[config.mk]
export PLATFORM = sky130hd
export DESIGN_NAME = uart_frame_rx
export DESIGN_NICKNAME = d
export VERILOG_FILES = /design/src/rtl/uart_frame_rx_pkg.sv /design/src/rtl/uart_byte_rx.sv /design/src/rtl/uart_frame_rx.sv
export SDC_FILE = /design/constraint.sdc
export NUM_CORES = 2
export LEC_CHECK = 0
export ABC_CLOCK_PERIOD_IN_PS = 3800
export CAP_MARGIN = 30
export CORE_MARGIN = 5
export CORE_UTILIZATION = 25
export DETAILED_ROUTE_END_ITERATION = 10
export PLACE_DENSITY = 0.47
export SYNTH_ARGS = -nofsm -noshare
export SYNTH_HDL_FRONTEND = slang
export SYNTH_SLANG_ARGS = --single-unit
[constraint.sdc]
create_clock -name sys_clk -period 3.8 [get_ports sys_clk]
set_input_delay 0.38 -clock sys_clk [delete_from_list [all_inputs] [get_ports sys_clk]]
set_output_delay 0.38 -clock sys_clk [all_outputs]
set_load 0.005 [all_outputs]
[src/rtl/uart_frame_rx_pkg.sv]
// Shared definitions for the multi-byte UART frame receiver: baud derivation,
// byte-receiver state encoding and frame geometry common with the transmitter.
package uart_frame_rx_pkg;

  localparam int FRAME_W          = 816;
  localparam int MAX_BYTES        = FRAME_W / 8;
  localparam int TIMEOUT_BITS_DEF = 20;

  typedef enum logic [1:0] {
    ST_IDLE  = 2'd0,
    ST_START = 2'd1,
    ST_DATA  = 2'd2,
    ST_STOP  = 2'd3
  } rx_state_t;

  function automatic int baud_cnt_max(input int clk_freq, input int bps);
    return clk_freq / bps;
  endfunction

  // Zero-length frames degrade to one byte; oversize requests saturate at the buffer size.
  function automatic logic [7:0] clamp_digits(input logic [7:0] d);
    if (d == 8'd0) begin
      return 8'd1;
    end else if (d > 8'(MAX_BYTES)) begin
      return 8'(MAX_BYTES);
    end else begin
      return d;
    end
  endfunction

endpackage

[src/rtl/uart_byte_rx.sv]
// 8N1 byte receiver: rx synchroniser, start/data/stop FSM with mid-bit sampling.
// Strobes are combinational so the frame layer can register them in the sample cycle.
module uart_byte_rx
  import uart_frame_rx_pkg::*;
#(
  parameter int BAUD_CNT_MAX = 1073,
  parameter int BAUD_HALF    = 536
) (
  input  logic       clk,
  input  logic       rst_n,
  input  logic       rx,
  input  logic       en,
  output logic       start_det,
  output logic       rx_idle,
  output logic [7:0] byte_data,
  output logic       byte_vld,
  output logic       byte_err,
  output logic       false_start
);

  localparam logic [15:0] HALF_C = 16'(BAUD_HALF);
  localparam logic [15:0] LAST_C = 16'(BAUD_CNT_MAX - 1);

  logic        rx_meta_r, rx_d1_r, rx_d2_r;
  rx_state_t   state_r, state_nx_s;
  logic [15:0] baud_cnt_r, baud_nx_s;
  logic [2:0]  bit_idx_r, bit_nx_s;
  logic [7:0]  shift_r, shift_nx_s;
  logic        mid_s, end_s;
  logic        start_s, vld_s, err_s, fstart_s;

  // rx synchroniser plus one delay stage for falling-edge detection
  always_ff @(posedge clk) begin
    if (!rst_n) begin
      rx_meta_r <= 1'b1;
      rx_d1_r   <= 1'b1;
      rx_d2_r   <= 1'b1;
    end else begin
      rx_meta_r <= rx;
      rx_d1_r   <= rx_meta_r;
      rx_d2_r   <= rx_d1_r;
    end
  end

  // FSM and counter state registers
  always_ff @(posedge clk) begin
    if (!rst_n) begin
      state_r    <= ST_IDLE;
      baud_cnt_r <= 16'd0;
      bit_idx_r  <= 3'd0;
      shift_r    <= 8'd0;
    end else begin
      state_r    <= state_nx_s;
      baud_cnt_r <= baud_nx_s;
      bit_idx_r  <= bit_nx_s;
      shift_r    <= shift_nx_s;
    end
  end

  assign mid_s = (baud_cnt_r == HALF_C);
  assign end_s = (baud_cnt_r == LAST_C);

  // Next-state, counters and strobes
  always_comb begin
    state_nx_s = state_r;
    baud_nx_s  = baud_cnt_r;
    bit_nx_s   = bit_idx_r;
    shift_nx_s = shift_r;
    start_s    = 1'b0;
    vld_s      = 1'b0;
    err_s      = 1'b0;
    fstart_s   = 1'b0;
    if (!en) begin
      state_nx_s = ST_IDLE;
      baud_nx_s  = 16'd0;
      bit_nx_s   = 3'd0;
    end else begin
      case (state_r)
        ST_IDLE: begin
          baud_nx_s = 16'd0;
          bit_nx_s  = 3'd0;
          if (rx_d2_r && !rx_d1_r) begin
            start_s    = 1'b1;
            state_nx_s = ST_START;
          end else begin
            state_nx_s = ST_IDLE;
          end
        end
        ST_START: begin
          baud_nx_s = end_s ? 16'd0 : baud_cnt_r + 16'd1;
          if (mid_s && rx_d1_r) begin
            fstart_s   = 1'b1;
            state_nx_s = ST_IDLE;
            baud_nx_s  = 16'd0;
          end else if (end_s) begin
            state_nx_s = ST_DATA;
          end else begin
            state_nx_s = ST_START;
          end
        end
        ST_DATA: begin
          baud_nx_s = end_s ? 16'd0 : baud_cnt_r + 16'd1;
          if (mid_s) begin
            shift_nx_s = {rx_d1_r, shift_r[7:1]};
          end else begin
            shift_nx_s = shift_r;
          end
          if (end_s && (bit_idx_r == 3'd7)) begin
            bit_nx_s   = 3'd0;
            state_nx_s = ST_STOP;
          end else if (end_s) begin
            bit_nx_s = bit_idx_r + 3'd1;
          end else begin
            bit_nx_s = bit_idx_r;
          end
        end
        ST_STOP: begin
          // Leave at mid-stop so a start bit that follows immediately is still seen.
          if (mid_s) begin
            vld_s      = rx_d1_r;
            err_s      = !rx_d1_r;
            state_nx_s = ST_IDLE;
            baud_nx_s  = 16'd0;
          end else begin
            baud_nx_s = baud_cnt_r + 16'd1;
          end
        end
        default: begin
          state_nx_s = ST_IDLE;
          baud_nx_s  = 16'd0;
          bit_nx_s   = 3'd0;
        end
      endcase
    end
  end

  assign start_det   = start_s;
  assign rx_idle     = (state_r == ST_IDLE);
  assign byte_data   = shift_r;
  assign byte_vld    = vld_s;
  assign byte_err    = err_s;
  assign false_start = fstart_s;

endmodule

[src/rtl/uart_frame_rx.sv]
// Multi-byte UART frame receiver: collects DIGIT_CNT bytes into an 816-bit word,
// first byte in the most significant used slot, with framing/timeout error reporting.
module uart_frame_rx
  import uart_frame_rx_pkg::*;
#(
  parameter int UART_BPS     = 89467,
  parameter int CLK_FREQ     = 96_000_000,
  parameter int TIMEOUT_BITS = TIMEOUT_BITS_DEF
) (
  input  logic               sys_clk,
  input  logic               sys_rst_n,
  input  logic               rx,
  input  logic               en,
  input  logic [7:0]         DIGIT_CNT,
  output logic [FRAME_W-1:0] po_data,
  output logic               po_flag,
  output logic               err_flag
);

  localparam int          BAUD_CNT_MAX = baud_cnt_max(CLK_FREQ, UART_BPS);
  localparam int          BAUD_HALF    = BAUD_CNT_MAX / 2;
  localparam logic [31:0] TIMEOUT_LIM  = 32'(TIMEOUT_BITS * BAUD_CNT_MAX);

  logic               start_det_s, rx_idle_s, byte_vld_s, byte_err_s, false_start_s;
  logic [7:0]         byte_data_s;
  logic [7:0]         n_r, byte_cnt_r, slot_s;
  logic [31:0]        idle_cnt_r;
  logic [FRAME_W-1:0] frame_buf_r, frame_wr_s, po_data_r;
  logic               po_flag_r, err_flag_r;
  logic               last_byte_s, idle_run_s, timeout_s;

  uart_byte_rx #(
    .BAUD_CNT_MAX(BAUD_CNT_MAX),
    .BAUD_HALF   (BAUD_HALF)
  ) u_byte_rx (
    .clk        (sys_clk),
    .rst_n      (sys_rst_n),
    .rx         (rx),
    .en         (en),
    .start_det  (start_det_s),
    .rx_idle    (rx_idle_s),
    .byte_data  (byte_data_s),
    .byte_vld   (byte_vld_s),
    .byte_err   (byte_err_s),
    .false_start(false_start_s)
  );

  // Frame buffer with the arriving byte merged into slot N-1-k
  always_comb begin
    frame_wr_s = frame_buf_r;
    slot_s     = n_r - 8'd1 - byte_cnt_r;
    for (int k = 0; k < MAX_BYTES; k++) begin
      if (slot_s == 8'(k)) begin
        frame_wr_s[k*8 +: 8] = byte_data_s;
      end else begin
        frame_wr_s[k*8 +: 8] = frame_buf_r[k*8 +: 8];
      end
    end
  end

  assign last_byte_s = (byte_cnt_r == n_r - 8'd1);
  assign idle_run_s  = rx_idle_s && (byte_cnt_r != 8'd0) && !start_det_s;
  assign timeout_s   = idle_run_s && (idle_cnt_r == TIMEOUT_LIM);

  // Inter-byte idle timer, only runs while a partial frame is pending
  always_ff @(posedge sys_clk) begin
    if (!sys_rst_n) begin
      idle_cnt_r <= 32'd0;
    end else if (!en || !idle_run_s || timeout_s) begin
      idle_cnt_r <= 32'd0;
    end else begin
      idle_cnt_r <= idle_cnt_r + 32'd1;
    end
  end

  // Frame assembly, output word and status pulses
  always_ff @(posedge sys_clk) begin
    if (!sys_rst_n) begin
      n_r         <= 8'd1;
      byte_cnt_r  <= 8'd0;
      frame_buf_r <= '0;
      po_data_r   <= '0;
      po_flag_r   <= 1'b0;
      err_flag_r  <= 1'b0;
    end else if (!en) begin
      byte_cnt_r  <= 8'd0;
      frame_buf_r <= '0;
      po_flag_r   <= 1'b0;
      err_flag_r  <= 1'b0;
    end else begin
      po_flag_r  <= 1'b0;
      err_flag_r <= 1'b0;
      if (start_det_s && (byte_cnt_r == 8'd0)) begin
        n_r <= clamp_digits(DIGIT_CNT);
      end else begin
        n_r <= n_r;
      end
      if (byte_vld_s && last_byte_s) begin
        po_data_r   <= frame_wr_s;
        po_flag_r   <= 1'b1;
        byte_cnt_r  <= 8'd0;
        frame_buf_r <= '0;
      end else if (byte_vld_s) begin
        byte_cnt_r  <= byte_cnt_r + 8'd1;
        frame_buf_r <= frame_wr_s;
      end else if (byte_err_s || timeout_s) begin
        err_flag_r  <= 1'b1;
        byte_cnt_r  <= 8'd0;
        frame_buf_r <= '0;
      end else if (false_start_s) begin
        err_flag_r <= 1'b1;
      end else begin
        byte_cnt_r <= byte_cnt_r;
      end
    end
  end

  assign po_data  = po_data_r;
  assign po_flag  = po_flag_r;
  assign err_flag = err_flag_r;

endmodule

==> metrics.json <==
{
  "global_route": {
    "met1_resource_use_gr_pct": 26.3,
    "grt_remaining_overflow": 0,
    "grt_use_met3_pct": 4.15,
    "grt_most_used_layer": "met2",
    "grt_met2_usage_pct": 30.6,
    "number_of_global_route_vias_before_repair": 50700,
    "wire_length_of_the_first_global_routing_pass_um": 370000,
    "grt_start_max_net_pins": 236,
    "total_global_route_track_usage_pct": 19.5,
    "grt_antenna_before_repair": 14
  },
  "critical_path": {
    "worstPathArrival_ps": 4380,
    "setup.worst_path.end_class": "flip-flop",
    "setup.worst_path.start_class": "flip-flop",
    "cp_top_family": "simple AND/OR/NAND/NOR gates",
    "critical_path_class": "reg -> reg",
    "startpoint": "n_r[0]",
    "cp_num_buf_inv": 4,
    "reg2reg_from": "n_r[0]",
    "slowest_stage": "or3_1",
    "cp_cell_sequence": "buf_4 -> inv_1 -> ha_1 -> xor2_1 -> ha_4 -> and3b_1 -> or3_1 -> a21oi_1 -> nand2_1 -> buf_4 -> o31a_1 -> buf_12 -> a22o_1",
    "worst_path_maximum_fanout": 9,
    "critical-path-top-cell-by-count": "buf_4",
    "cp.required_ps": 4490,
    "delay_of_the_slowest_cell_on_the_worst_path_ps": 470
  },
  "synth": {
    "unique_masters_post_synth": 70,
    "synth_sequential_area_ratio_pct": 56.1,
    "ys_seq_elements": 1714,
    "post_synth_inst_count": 6343,
    "synth_largest_area_cell": "dfxtp_1",
    "synth_edf_count": 0,
    "postSynth.topFlopCell": "dfxtp_1",
    "synth_top_cell_area_share_pct": 56.1,
    "syn-cell-area_mm2": 0.0611,
    "syn_avg_cell_area_um2": 9.63,
    "yosysWarningCount": 0,
    "syn-num-nets": 6372,
    "ys_async_sr_fraction_pct": 0,
    "synth.area.top_cells": "dfxtp_1 (56%), a22o_1 (11%), nand2_1 (8.5%)"
  },
  "floorplan": {
    "fp.coreArea_mm2": 0.243,
    "pin_count": 830,
    "floorplan.initialDensity_pct": 25.1,
    "die_height_um": 504,
    "die-width_um": 504,
    "row_count": 181,
    "die_area_mm2": 0.254
  },
  "pwr": {
    "worst_ir_drop_vdd_uv": 441,
    "leakage_power_uw": 0.0305,
    "powerDensity_mw_per_mm2": 457,
    "power.total_uw": 38200
  },
  "worst_hold_path": {
    "worst_hold_startpoint": "DIGIT_CNT[3]",
    "worst_hold_path_type": "in -> reg"
  },
  "cts": {
    "cts_tree": "done",
    "tritoncts.num_buffers": 186,
    "clock_latency_ps": 850,
    "clock-sinks": 1714,
    "path_clk_slew_ps": 60,
    "htree_levels": 4,
    "max-clock-path-buffers": 3,
    "clock-root-buffer": "clkbuf_16"
  },
  "routing": {
    "routedWlPerCell_um": 24.2,
    "first_iter_violations": 3377,
    "total_drc_errors_in_the_routed_layout": 0,
    "detail_route.vias_per_cell": 4.83,
    "routed_wl_um": 261000,
    "route.vias.total": 52000,
    "dr.pass1.iters": 5,
    "antenna_left": 0
  },
  "timing": {
    "totalNegativeSetupSlack_ps": 0,
    "tightestPinTransition_ps": 1120,
    "post-route-period-util_pct": 97.0,
    "clock.fmax_mhz": 271,
    "layout_setup_ws_ps": 114,
    "timing_hold_violations_final": 0,
    "post-route-min-period_ps": 3690,
    "grt_setup_unrepaired": "yes",
    "clock_skews_ps": 55.8,
    "final_max_slew_viol_count": 0,
    "worst_rel_slew_slack_pct": 25.3,
    "timing.final.setup_violations": 0
  },
  "finish": {
    "commonest_non_fill_non_tap_cell_in_the_layout": "dfxtp_1",
    "commonest_cells_after_routing_fill_and_taps_aside": "dfxtp_1 (1706), nand2_1 (1377), clkdlybuf4s50_1 (828)",
    "final_nets": 7432,
    "layout-drive-gt1-share_pct": 12.7,
    "n_fill_cell": 24700,
    "fin_area_mm2": 0.0837,
    "fin_util_pct": 34.4,
    "layout-area-overhead-vs-synth_pct": 36.9
  },
  "place": {
    "dpl_cell_area_mm2": 0.0768,
    "buffer_ports.inserted": 829,
    "placement.setup.worst_slack_ps": -399,
    "weighted_congestion_reported_at_the_end_of_routability_driven_placement": 0.823,
    "dp_hpwl_um": 182000
  },
  "status": {
    "outcome": "completed"
  },
  "run": {
    "drv.max_cap_violation_count": 0
  }
}
## synthesized netlist by cell type, types with 3 or more instances
cell type	number
a21oi_1	211
inv_1	26
a22o_1	769
nand2b_1	6
nor3_4	4
nor4bb_1	4
xor2_1	31
clkbuf_1	359
a21o_1	71
ha_1	16
o21ai_2	18
xnor2_1	22
buf_1	10
a211oi_1	27
buf_4	7
and3_1	67
or3_1	21
nand4_1	26
or4_1	6
buf_2	86
mux2i_1	56
a31oi_1	25
nand3_1	55
o31a_1	6
a21boi_0	629
o21ai_1	9
nand2_1	1383
nor2b_1	14
nor3_2	23
a32o_1	8
o21ai_0	194
nor4_2	3
o211ai_1	4
nor2_1	238
nor4_1	23
nor3_1	108
and2_1	12
dfxtp_1	1714
and4_1	3
a41oi_1	9
## report_power, final
part | internal (uW) | total, uW | switching (uW)
sequential | 18000 | 18000 | 5.59
combinational | 638 | 1730 | 1100
clock | 10700 | 18500 | 7860
## kinds of logic (layout without fill, tap and decap cells)
| group | count (synthesis) | in the layout | synth area share (%) |
|---|---|---|---|
| DFF | 1714 | 1714 | 56.1 |
| adders and majority gates | 17 | 17 | 0.360 |
| xor gates and xnor gates | 53 | 53 | 0.760 |
| AOI/OAI and AO/OA | 1997 | 1997 | 24.5 |
| other | 0 | 9 | 0 |
| buffers and inverters | 489 | 1697 | 3.23 |
| and+or+nand+nor | 2016 | 2016 | 14.0 |
| muxes | 57 | 57 | 0.936 |
## final cells by class
cell class	count	area [um2]	share of cell area [%]
Tap cell	3202	4010	4.79
Antenna cell	9	22.5	0.0269
Clock buffer	274	5480	6.55
Clock inverter	62	781	0.933
Timing Repair Buffer	1335	13500	16.2
Sequential cell	1714	34300	41.1
Inverter	26	97.6	0.117
Multi-Input combinational cell	4140	25400	30.4
## worst register-to-register path, stage by stage, from the launching register on
cell and delay [ps]:
dfxtp_1 370, buf_4 140, inv_1 50, ha_1 230, xor2_1 220, ha_4 280
and3b_1 250, or3_1 470, a21oi_1 350, nand2_1 270, buf_4 220, o31a_1 310
buf_12 160, a22o_1 240
## sequential cells by signal, summed over array words and instances (netlist names), named ones only
signal,cells
u_byte_rx.baud_cnt_r,16
frame_buf_r,816
byte_cnt_r,8
n_r,8
u_byte_rx.rx_d2_r,1
po_flag,1
po_data,816
u_byte_rx.rx_meta_r,1
u_byte_rx.rx_d1_r,1
u_byte_rx.state_r,1
idle_cnt_r,32
err_flag,1
u_byte_rx.bit_idx_r,3
u_byte_rx.byte_data,8
## per-stage QoR
stage          hold slack [ps]  instances
2_1_floorplan              386       6343
3_3_place_gp               407      10400
3_5_place_dp               429      10400
4_1_cts                    155      10700
5_1_grt                    233      10800
6_report                   261      10800
## layer usage
| metal | wire length [um] | vias up |
|---|---|---|
| met5 | 43 | - |
| met1 | 120000 | 25700 |
| met4 | 11000 | 6 |
| met2 | 115000 | 1468 |
| met3 | 14700 | 364 |
| li1 | - | 24500 |
## repair_timing
item	in CTS	in global routing
pin swaps	3	11
hold buffers	2	0
endpoints found under the hold margin	75	0
cloned	0	2
resized for setup	33	64
setup endpoints to repair	275	1036
setup buffers	0	3
## path summary, 6_finish.rpt
check | cells past startpoint | endpoint | slack (ps)
max | 13 | frame_buf_r[187] | 110
min reg2reg | 1 | u_byte_rx.rx_d1_r | 440
min | 3 | n_r[3] | 260
max reg2reg | 13 | frame_buf_r[187] | 110
Power figures use the tool's default switching activity.
